===== src/rtl/alu_input_seq_if.sv =====
// Operand bus between the entry sequencer and the 4-bit combinational ALU.
// The sequencer drives the operands; the ALU returns its combinational result.
interface alu_input_seq_if #(
    parameter int DATA_W = 4
);
    logic [DATA_W-1:0] alu_a;
    logic [DATA_W-1:0] alu_b;
    logic [2:0]        alu_op;
    logic [DATA_W-1:0] alu_res;

    modport master (
        output alu_a,
        output alu_b,
        output alu_op,
        input  alu_res
    );

    modport slave (
        input  alu_a,
        input  alu_b,
        input  alu_op,
        output alu_res
    );
endinterface


===== src/rtl/alu_input_seq.sv =====
// Push-button operand-entry sequencer: debounces the enter button, captures A, B
// and the opcode from the switches, then latches the ALU result for display.
module alu_input_seq #(
    parameter int DEBOUNCE_CYCLES = 4
) (
    input  logic            clk,
    input  logic            rst_n,
    input  logic [3:0]      sw,
    input  logic            btn,
    input  logic            clr,
    alu_input_seq_if.master alu,
    output logic [3:0]      res,
    output logic            res_valid,
    output logic [2:0]      phase
);

    typedef enum logic [2:0] {
        S_A    = 3'd0,
        S_B    = 3'd1,
        S_OP   = 3'd2,
        S_EXEC = 3'd3,
        S_SHOW = 3'd4
    } state_t;

    localparam logic [7:0] CNT_LAST = 8'(DEBOUNCE_CYCLES - 1);

    logic       s1;
    logic       s2;
    logic       stable;
    logic       stable_d;
    logic [7:0] cnt;
    logic       enter;

    state_t     state;
    state_t     state_nxt;
    logic [3:0] a_q;
    logic [3:0] a_nxt;
    logic [3:0] b_q;
    logic [3:0] b_nxt;
    logic [2:0] op_q;
    logic [2:0] op_nxt;
    logic [3:0] res_q;
    logic [3:0] res_nxt;
    logic       vld_q;
    logic       vld_nxt;

    // Button synchroniser and debounce; clr deliberately leaves this path alone.
    always_ff @(posedge clk or negedge rst_n) begin
        if (!rst_n) begin
            s1       <= 1'b0;
            s2       <= 1'b0;
            stable   <= 1'b0;
            stable_d <= 1'b0;
            cnt      <= 8'd0;
        end else begin
            s1       <= btn;
            s2       <= s1;
            stable_d <= stable;
            if (s2 != stable) begin
                if (cnt == CNT_LAST) begin
                    stable <= s2;
                    cnt    <= 8'd0;
                end else begin
                    cnt <= cnt + 8'd1;
                end
            end else begin
                cnt <= 8'd0;
            end
        end
    end

    // Rising edge of the accepted level only, so a release never advances the FSM.
    assign enter = stable & ~stable_d;

    always_ff @(posedge clk or negedge rst_n) begin
        if (!rst_n) begin
            state <= S_A;
            a_q   <= 4'd0;
            b_q   <= 4'd0;
            op_q  <= 3'd0;
            res_q <= 4'd0;
            vld_q <= 1'b0;
        end else begin
            state <= state_nxt;
            a_q   <= a_nxt;
            b_q   <= b_nxt;
            op_q  <= op_nxt;
            res_q <= res_nxt;
            vld_q <= vld_nxt;
        end
    end

    always_comb begin
        state_nxt = state;
        a_nxt     = a_q;
        b_nxt     = b_q;
        op_nxt    = op_q;
        res_nxt   = res_q;
        vld_nxt   = vld_q;

        if (clr) begin
            state_nxt = S_A;
            a_nxt     = 4'd0;
            b_nxt     = 4'd0;
            op_nxt    = 3'd0;
            res_nxt   = 4'd0;
            vld_nxt   = 1'b0;
        end else begin
            unique case (state)
                S_A: begin
                    vld_nxt = 1'b0;
                    if (enter) begin
                        a_nxt     = sw;
                        state_nxt = S_B;
                    end
                end
                S_B: begin
                    vld_nxt = 1'b0;
                    if (enter) begin
                        b_nxt     = sw;
                        state_nxt = S_OP;
                    end
                end
                S_OP: begin
                    vld_nxt = 1'b0;
                    if (enter) begin
                        op_nxt    = sw[2:0];
                        state_nxt = S_EXEC;
                    end
                end
                // Operands have been stable for a full cycle, so the ALU output has settled.
                S_EXEC: begin
                    res_nxt   = alu.alu_res;
                    vld_nxt   = 1'b1;
                    state_nxt = S_SHOW;
                end
                S_SHOW: begin
                    if (enter) begin
                        vld_nxt   = 1'b0;
                        state_nxt = S_A;
                    end
                end
                default: begin
                    state_nxt = S_A;
                    a_nxt     = 4'd0;
                    b_nxt     = 4'd0;
                    op_nxt    = 3'd0;
                    res_nxt   = 4'd0;
                    vld_nxt   = 1'b0;
                end
            endcase
        end
    end

    assign alu.alu_a  = a_q;
    assign alu.alu_b  = b_q;
    assign alu.alu_op = op_q;
    assign res        = res_q;
    assign res_valid  = vld_q;
    assign phase      = state;

endmodule

===== src/flat_wrapper.sv =====
// flat-port wrapper written by rule: the top's interface ports become plain ports
module alu_input_seq_flat 
#(
    parameter int DEBOUNCE_CYCLES = 4
)
  (clk, rst_n, sw, btn, clr, res, res_valid, phase, alu_alu_a, alu_alu_b, alu_alu_op, alu_alu_res);
  alu_input_seq_if alu_i ();
  input  logic clk;
  input  logic rst_n;
  input  logic [3:0] sw;
  input  logic btn;
  input  logic clr;
  output logic [3:0] res;
  output logic res_valid;
  output logic [2:0] phase;
  output wire logic [$bits(alu_i.alu_a)-1:0] alu_alu_a;
  output wire logic [$bits(alu_i.alu_b)-1:0] alu_alu_b;
  output wire logic [$bits(alu_i.alu_op)-1:0] alu_alu_op;
  input wire logic [$bits(alu_i.alu_res)-1:0] alu_alu_res;
  assign alu_alu_a = alu_i.alu_a;
  assign alu_alu_b = alu_i.alu_b;
  assign alu_alu_op = alu_i.alu_op;
  assign alu_i.alu_res = alu_alu_res;
  alu_input_seq #(.DEBOUNCE_CYCLES(DEBOUNCE_CYCLES)) u_core (.clk(clk), .rst_n(rst_n), .sw(sw), .btn(btn), .clr(clr), .alu(alu_i), .res(res), .res_valid(res_valid), .phase(phase));
endmodule

===== config.mk =====
export PLATFORM = sky130hd
export DESIGN_NAME = alu_input_seq_flat
export DESIGN_NICKNAME = d
export VERILOG_FILES = /design/src/rtl/alu_input_seq_if.sv /design/src/rtl/alu_input_seq.sv /design/src/flat_wrapper.sv
export SDC_FILE = /design/constraint.sdc
export NUM_CORES = 1
export LEC_CHECK = 0
export BUFFER_PORTS_ARGS = -buffer_cell sky130_fd_sc_hd__buf_2
export CORE_MARGIN = 3
export CORE_UTILIZATION = 40
export DETAILED_ROUTE_END_ITERATION = 10
export GPL_TIMING_DRIVEN = 1
export PLACE_DENSITY = 0.64
export SLEW_MARGIN = 20
export SYNTH_ARGS = -nofsm -noshare
export SYNTH_HDL_FRONTEND = slang
export SYNTH_SLANG_ARGS = --single-unit

===== constraint.sdc =====
create_clock -name clk -period 1.2 [get_ports clk]
set_input_delay 0.36 -clock clk [delete_from_list [all_inputs] [get_ports clk]]
set_output_delay 0.36 -clock clk [all_outputs]
set_load 0.1 [all_outputs]

==> results of run 1 <==
==> through the flow <==
| step | utilization [%] | power [W] | TNS, ns | cell area, um2 |
|---|---|---|---|---|
| floorplan | - | 0.002414 | -4.031 | 1608 |
| global placement | 63.47 | 0.003079 | -2.079 | 2235 |
| detailed placement | 63.47 | 0.003127 | -3.021 | 2235 |
| CTS | 70.90 | 0.004248 | -5.119 | 2496 |
| global route | 78.07 | 0.004866 | -6.623 | 2749 |
| finish | 78.07 | 0.004636 | -4.390 | 2749 |
==> how the worst max path moves through the flow <==
| stage | startpoint | slack [ns] | cells after the start | endpoint |
|---|---|---|---|---|
| 2_1_floorplan | u_core.phase[1] | -0.28 | 4 | u_core.alu.alu_b[0] |
| 3_3_place_gp | u_core.phase[1] | -0.13 | 4 | u_core.alu.alu_b[3] |
| 3_5_place_dp | u_core.phase[1] | -0.21 | 4 | u_core.alu.alu_b[1] |
| 4_1_cts | u_core.phase[1] | -0.27 | 2 | phase[1] |
| 5_1_grt | u_core.phase[2] | -0.31 | 5 | u_core.alu.alu_op[1] |
| 6_report | u_core.phase[1] | -0.28 | 2 | phase[1] |
==> flip-flops by register name, indices dropped and copies added, names as in the netlist <==
name,cells
u_core.alu.alu_a,4
u_core.stable,1
u_core.res,4
u_core.phase,3
u_core.s1,1
u_core.s2,1
u_core.res_valid,1
u_core.cnt,8
u_core.alu.alu_b,4
u_core.alu.alu_op,3
u_core.stable_d,1
==> worst max-delay path, stage by stage (launching register included) <==
cell     delay, ns
dfrtp_4       0.53
buf_6         0.14
buf_12        0.15
==> routing by layer <==
layer	track usage, %	vias to the layer above
met5	0	-
met4	7.196	0
met3	5.911	10
met2	29.12	39
met1	24.92	705
li1	-	654
==> area by class of cell <==
cell class,count,area share (%)
multi-input cells,107,34.50
repair buffers,69,30.09
flip-flops and latches,31,29.27
clock buffers,8,3.641
well taps,46,2.094
inverters,3,0.4096
==> where the power goes <==
| group | switching, W | internal, W |
|---|---|---|
| Combinational | 0.00118 | 0.00114 |
| Sequential | 0.000207 | 0.00120 |
| Clock | 0.000385 | 0.000523 |
==> cells by family (layout without fill, tap and decap cells) <==
kind of cell             Yosys count  in the layout  share of synthesized area (%)
multiplexers                       8              8                          5.293
flip-flops                        31             31                          50.49
buffers and inverters             10             80                          2.931
AND/OR/NAND/NOR                   67             67                          27.52
AO/OA/AOI/OAI                     25             25                          9.202
adder cells (fa/ha/maj)            3              3                          2.280
XOR/XNOR                           4              4                          2.281
==> repair_timing <==
item	in CTS	in global routing
pin swaps	17	28
buffers inserted	12	9
endpoints found under the setup margin	44	47
resized for setup	15	43
cloned	0	0
==> placed cells by master, fill, tap and decap left out, types with 3 or more instances in the layout <==
cell,Yosys,layout
a21oi_1,13,5
a21oi_2,1,9
and2_1,4,4
buf_12,0,23
buf_2,3,11
buf_4,1,23
buf_6,0,11
clkbuf_8,0,7
dfrtp_1,31,14
dfrtp_2,0,14
dfrtp_4,0,3
inv_1,3,3
mux2i_1,7,7
nand2_1,13,12
nand2b_1,12,8
nand2b_4,0,4
nand3_1,6,4
nand3b_1,4,4
nor2_1,6,3
nor3_1,3,3
nor4b_4,0,3
nor4bb_4,0,3
o21ai_0,7,4
o21ai_1,0,3
==> results.sh, run 1 <==
export IMPL_multi_input_area_um2=948.4
export IMPL_violations="setup timing"
export IMPL_instances_no_fill=264
export IMPL_numCtsBuffers=5
export IMPL_end_kind="primary output"
export IMPL_period_share_pct=123.0
export IMPL_topRoutingLayerUsed="met4"
export IMPL_synth_top_cell_by_area="dfrtp_1"
export IMPL_relSlewSlack_pct=79.56
export IMPL_die_area_um2=4621
export IMPL_nFillCells=215
export IMPL_tightest_slew_ns=0.3043
export IMPL_regArea_um2=804.5
export IMPL_rows=21
export IMPL_io_pin_count=31
export IMPL_hp_class="in2async"
export IMPL_holdWs_ns=0.02245
export IMPL_htreeDepth=2
export IMPL_rr_endpoint="u_core.alu.alu_op[2]"
export IMPL_dp_cells=236
export IMPL_synth_area_leaders="dfrtp_1 50%, nand2b_1 4.9%, mux2i_1 4.6%"
export IMPL_setup_viol=44
export IMPL_max_freq_mhz=677.6
export IMPL_cp_required_ns=0.84
export IMPL_powerDensity_nw_per_um2=1686
export IMPL_port_buffers=30
export IMPL_crit_fanout=5
export IMPL_setup_ws_ns=-0.2757
export IMPL_place_hpwl_mm=2.686
export IMPL_skew_ns=0.009270
export IMPL_grt_max_degree=32
export IMPL_ys_seq_elements=31
export IMPL_start_kind="register"
export IMPL_met2_length_mm=2.150
export IMPL_wl_met1_mm=1.927
export IMPL_yosysMostFrequentCell="dfrtp_1"
export IMPL_status="complete, but fails checks"
export IMPL_start_util_pct=43.64
export IMPL_leakagePower_nw=1.174
export IMPL_reg2regPathDepth=5
export IMPL_drc=0
export IMPL_clock_path_buffers=2
export IMPL_min_period_ns=1.476
export IMPL_nets=231
export IMPL_synth_top_area_share_pct=50.49
export IMPL_grt_overflow_total=0
export IMPL_async_reset_ff_share_pct=100.0
export IMPL_ant_nets=0
export IMPL_maxCapViolCount=0
export IMPL_seq_area_frac_synth_pct=50.49
export IMPL_coreArea_um2=3521
export IMPL_netlist_area_um2=1536
export IMPL_clkTransAtPathRegs_ns=0.07
export IMPL_die_w_um=67.98
export IMPL_gp_congestion=0.8457
export IMPL_yosys_warnings=0
export IMPL_cts_tree="done"
export IMPL_first_global_vias=1326
export IMPL_rsz0062_at_grt="true"
export IMPL_grt_antenna_before_repair=0
export IMPL_drtIter0Drc=63
export IMPL_layout_drive_gt1_share_pct=61.47
export IMPL_place_ws_ns=-0.2074
export IMPL_viasPerCell=5.333
export IMPL_dr_wl_met3_um=211
export IMPL_worst_endpoint_arrival_ns=1.12
export IMPL_area_delta_synth_final_pct=78.91
export IMPL_ys_flop_type="dfrtp_1"
export IMPL_grt_usage_pct=18.95
export IMPL_netlist_instances=148
export IMPL_synth_fp_nets=162
export IMPL_synthTopCellsByCount="31 x dfrtp_1, 13 x a21oi_1, 13 x nand2_1"
export IMPL_r2r_slack_ns=-0.22
export IMPL_via_count=1408
export IMPL_ctsRootBufferMaster="clkbuf_8"
export IMPL_path_class="reg2out"
export IMPL_first_pass_iters=4
export IMPL_finalHoldViolCount=0
export IMPL_numClockSinks=31
export IMPL_timing_rr_start="u_core.phase[2]"
export IMPL_routed_wirelength_mm=4.389
export IMPL_hold_buffers=0
export IMPL_avgRoutedWirePerCell_um=16.63
export IMPL_syn_avg_cell_area_um2=10.38
export IMPL_n_antenna_cell=0
export IMPL_die_y_um=67.98
export IMPL_grt_pass1_wl_mm=6.410
export IMPL_clock_latency_ns=0.29
export IMPL_drv_slew=0
export IMPL_ir_drop_mv=0.9970
export IMPL_synth_edf_count=0
export IMPL_synth_cell_types=35
Power figures use the tool's default switching activity.
==> run 2, diff against run 1 <==
--- a/config.mk
+++ b/config.mk
@@ -10,6 +10,7 @@
 export CORE_UTILIZATION = 40
 export DETAILED_ROUTE_END_ITERATION = 10
 export GPL_TIMING_DRIVEN = 1
+export MAX_ROUTING_LAYER = met4
 export PLACE_DENSITY = 0.64
 export SLEW_MARGIN = 20
 export SYNTH_ARGS = -nofsm -noshare
==> results.sh, run 2 (synthesis gave the netlist of run 1 again) <==
export IMPL_status="complete, but fails checks"
export IMPL_violations="setup timing"
export IMPL_rsz0062_at_grt="true"
export IMPL_cts_tree="done"
export IMPL_cp_slowest_cell="dfrtp_4"
export IMPL_p_comb_share_pct=50.1
export IMPL_ctsRootBufferMaster="clkbuf_8"
export IMPL_first_pass_iters=4
export IMPL_coreArea_um2=3521
export IMPL_relSlewSlack_pct=79.45
export IMPL_numCtsBuffers=5
export IMPL_timing_rr_start="u_core.phase[2]"
export IMPL_drv_slew=0
export IMPL_avgRoutedWirePerCell_um=16.63
export IMPL_dr_wl_met3_um=199
export IMPL_numClockSinks=31
export IMPL_rr_endpoint="u_core.alu.alu_op[2]"
export IMPL_clock_latency_ns=0.29
export IMPL_hp_class="in2async"
export IMPL_layout_drive_gt1_share_pct=61.47
export IMPL_ant_nets=0
export IMPL_die_area_um2=4621
export IMPL_clock_path_buffers=2
export IMPL_grt_usage_pct=19.52
export IMPL_largest_reg_flops=8
export IMPL_mostFrequentLayoutCells="23 x buf_12, 23 x buf_4, 14 x dfrtp_2, 14 x dfrtp_1, 12 x nand2_1"
export IMPL_grt_max_degree=32
export IMPL_worst_endpoint_arrival_ns=1.12
export IMPL_finalHoldViolCount=0
export IMPL_gp_congestion=0.8589
export IMPL_setup_ws_ns=-0.2760
export IMPL_cp_required_ns=0.84
export IMPL_n_antenna_cell=0
export IMPL_largest_register="u_core.cnt"
export IMPL_met2_length_mm=2.149
export IMPL_tightest_slew_ns=0.3059
export IMPL_r2r_slack_ns=-0.22
export IMPL_grt_antenna_before_repair=0
export IMPL_internal_power_w=0.002863
export IMPL_port_buffers=30
export IMPL_drtIter0Drc=78
export IMPL_powerDensity_nw_per_um2=1684
export IMPL_clkTransAtPathRegs_ns=0.07
export IMPL_skew_ns=0.009731
export IMPL_drc=0
export IMPL_viasPerCell=5.360
export IMPL_p_sw_w=0.001767
export IMPL_end_kind="primary output"
export IMPL_routed_wirelength_mm=4.390
export IMPL_crit_buf_inv=2
export IMPL_start_kind="register"
export IMPL_first_global_vias=1325
export IMPL_max_freq_mhz=677.5
export IMPL_area_delta_synth_final_pct=78.91
export IMPL_p_seq_share_pct=30.3
export IMPL_wl_met1_mm=1.942
export IMPL_holdWs_ns=0.02083
export IMPL_grt_overflow_total=0
export IMPL_tns_ns=-4.381
export IMPL_maxCapViolCount=0
export IMPL_path_cells="buf_6 -> buf_12"
export IMPL_via_count=1415
export IMPL_setup_viol=44
export IMPL_swShare_pct=38.16
export IMPL_place_hpwl_mm=2.686
export IMPL_rows=21
export IMPL_io_pin_count=31
export IMPL_topRoutingLayerUsed="met4"
export IMPL_htreeDepth=2
export IMPL_nets=231
export IMPL_crit_fanout=5
export IMPL_die_w_um=67.98
export IMPL_slowest_delay_ns=0.53
export IMPL_path_class="reg2out"
export IMPL_period_share_pct=123.0
export IMPL_leakagePower_nw=1.174
export IMPL_cp_top_family="flip-flops"
export IMPL_clockPowerShare_pct=19.6
export IMPL_ir_drop_mv=0.9948
export IMPL_grt_pass1_wl_mm=6.417
export IMPL_start_util_pct=43.64
export IMPL_reg2regPathDepth=5
export IMPL_min_period_ns=1.476
export IMPL_die_y_um=67.98
## run 2: cell counts in the layout (fill, tap and decap cells not counted)
Identical to the previous run, type by type.
## run 2: power by group through the flow
| stage | Clock (W) | Sequential [W] | Combinational [W] |
|---|---|---|---|
| final | 0.000906 | 0.00140 | 0.00232 |
| after global routing | 0.000977 | 0.00142 | 0.00247 |
| after CTS | 0.000926 | 0.00138 | 0.00195 |
| after detailed placement | 0 | 0.00140 | 0.00173 |
| after global placement | 0 | 0.00138 | 0.00170 |
| after floorplan | 0 | 0.00177 | 0.000645 |
## run 2: final cells by class
cell class | instances | area (um2)
sequential | 31 | 804.5
inverter | 3 | 11.26
clock buffer | 8 | 100.1
fill | 215 | 772.0
timing repair buffer | 69 | 827.0
tap | 46 | 57.56
multi-input combinational | 107 | 948.4
## run 2: layer usage
layer  GRT usage [%]  vias up
met1           25.23      713
met5               -        -
met4           7.196        0
met2           29.12       37
met3           5.583       10
li1                -      655
## run 2: how the worst max path moves through the flow
stage	cells after the start	startpoint	slack [ns]	end
after global placement	4	u_core.phase[1]	-0.13	u_core.alu.alu_b[3]
after CTS	2	u_core.phase[1]	-0.27	phase[1]
final	2	u_core.phase[1]	-0.28	phase[1]
after floorplan	4	u_core.phase[1]	-0.28	u_core.alu.alu_b[0]
after detailed placement	4	u_core.phase[1]	-0.21	u_core.alu.alu_b[1]
after global routing	5	u_core.phase[2]	-0.31	u_core.alu.alu_op[1]
## run 2: through the flow
stage / instances / util [%] / cell area, um2 / power [W] / worst slack, ns
after global routing: 264 / 78.07 / 2749 / 0.004866 / -0.3080
after detailed placement: 236 / 63.47 / 2235 / 0.003127 / -0.2074
after global placement: 236 / 63.47 / 2235 / 0.003079 / -0.1334
after CTS: 256 / 70.90 / 2496 / 0.004248 / -0.2677
after floorplan: 148 / - / 1608 / 0.002414 / -0.2786
final: 264 / 78.07 / 2749 / 0.004629 / -0.2760
## run 2: repair_timing
| action | CTS | global route |
|---|---|---|
| hold buffers | 0 | 0 |
| resized for setup | 15 | 43 |
| setup buffers | 12 | 9 |
| pin swaps | 17 | 28 |
| endpoints found under the setup margin | 44 | 47 |
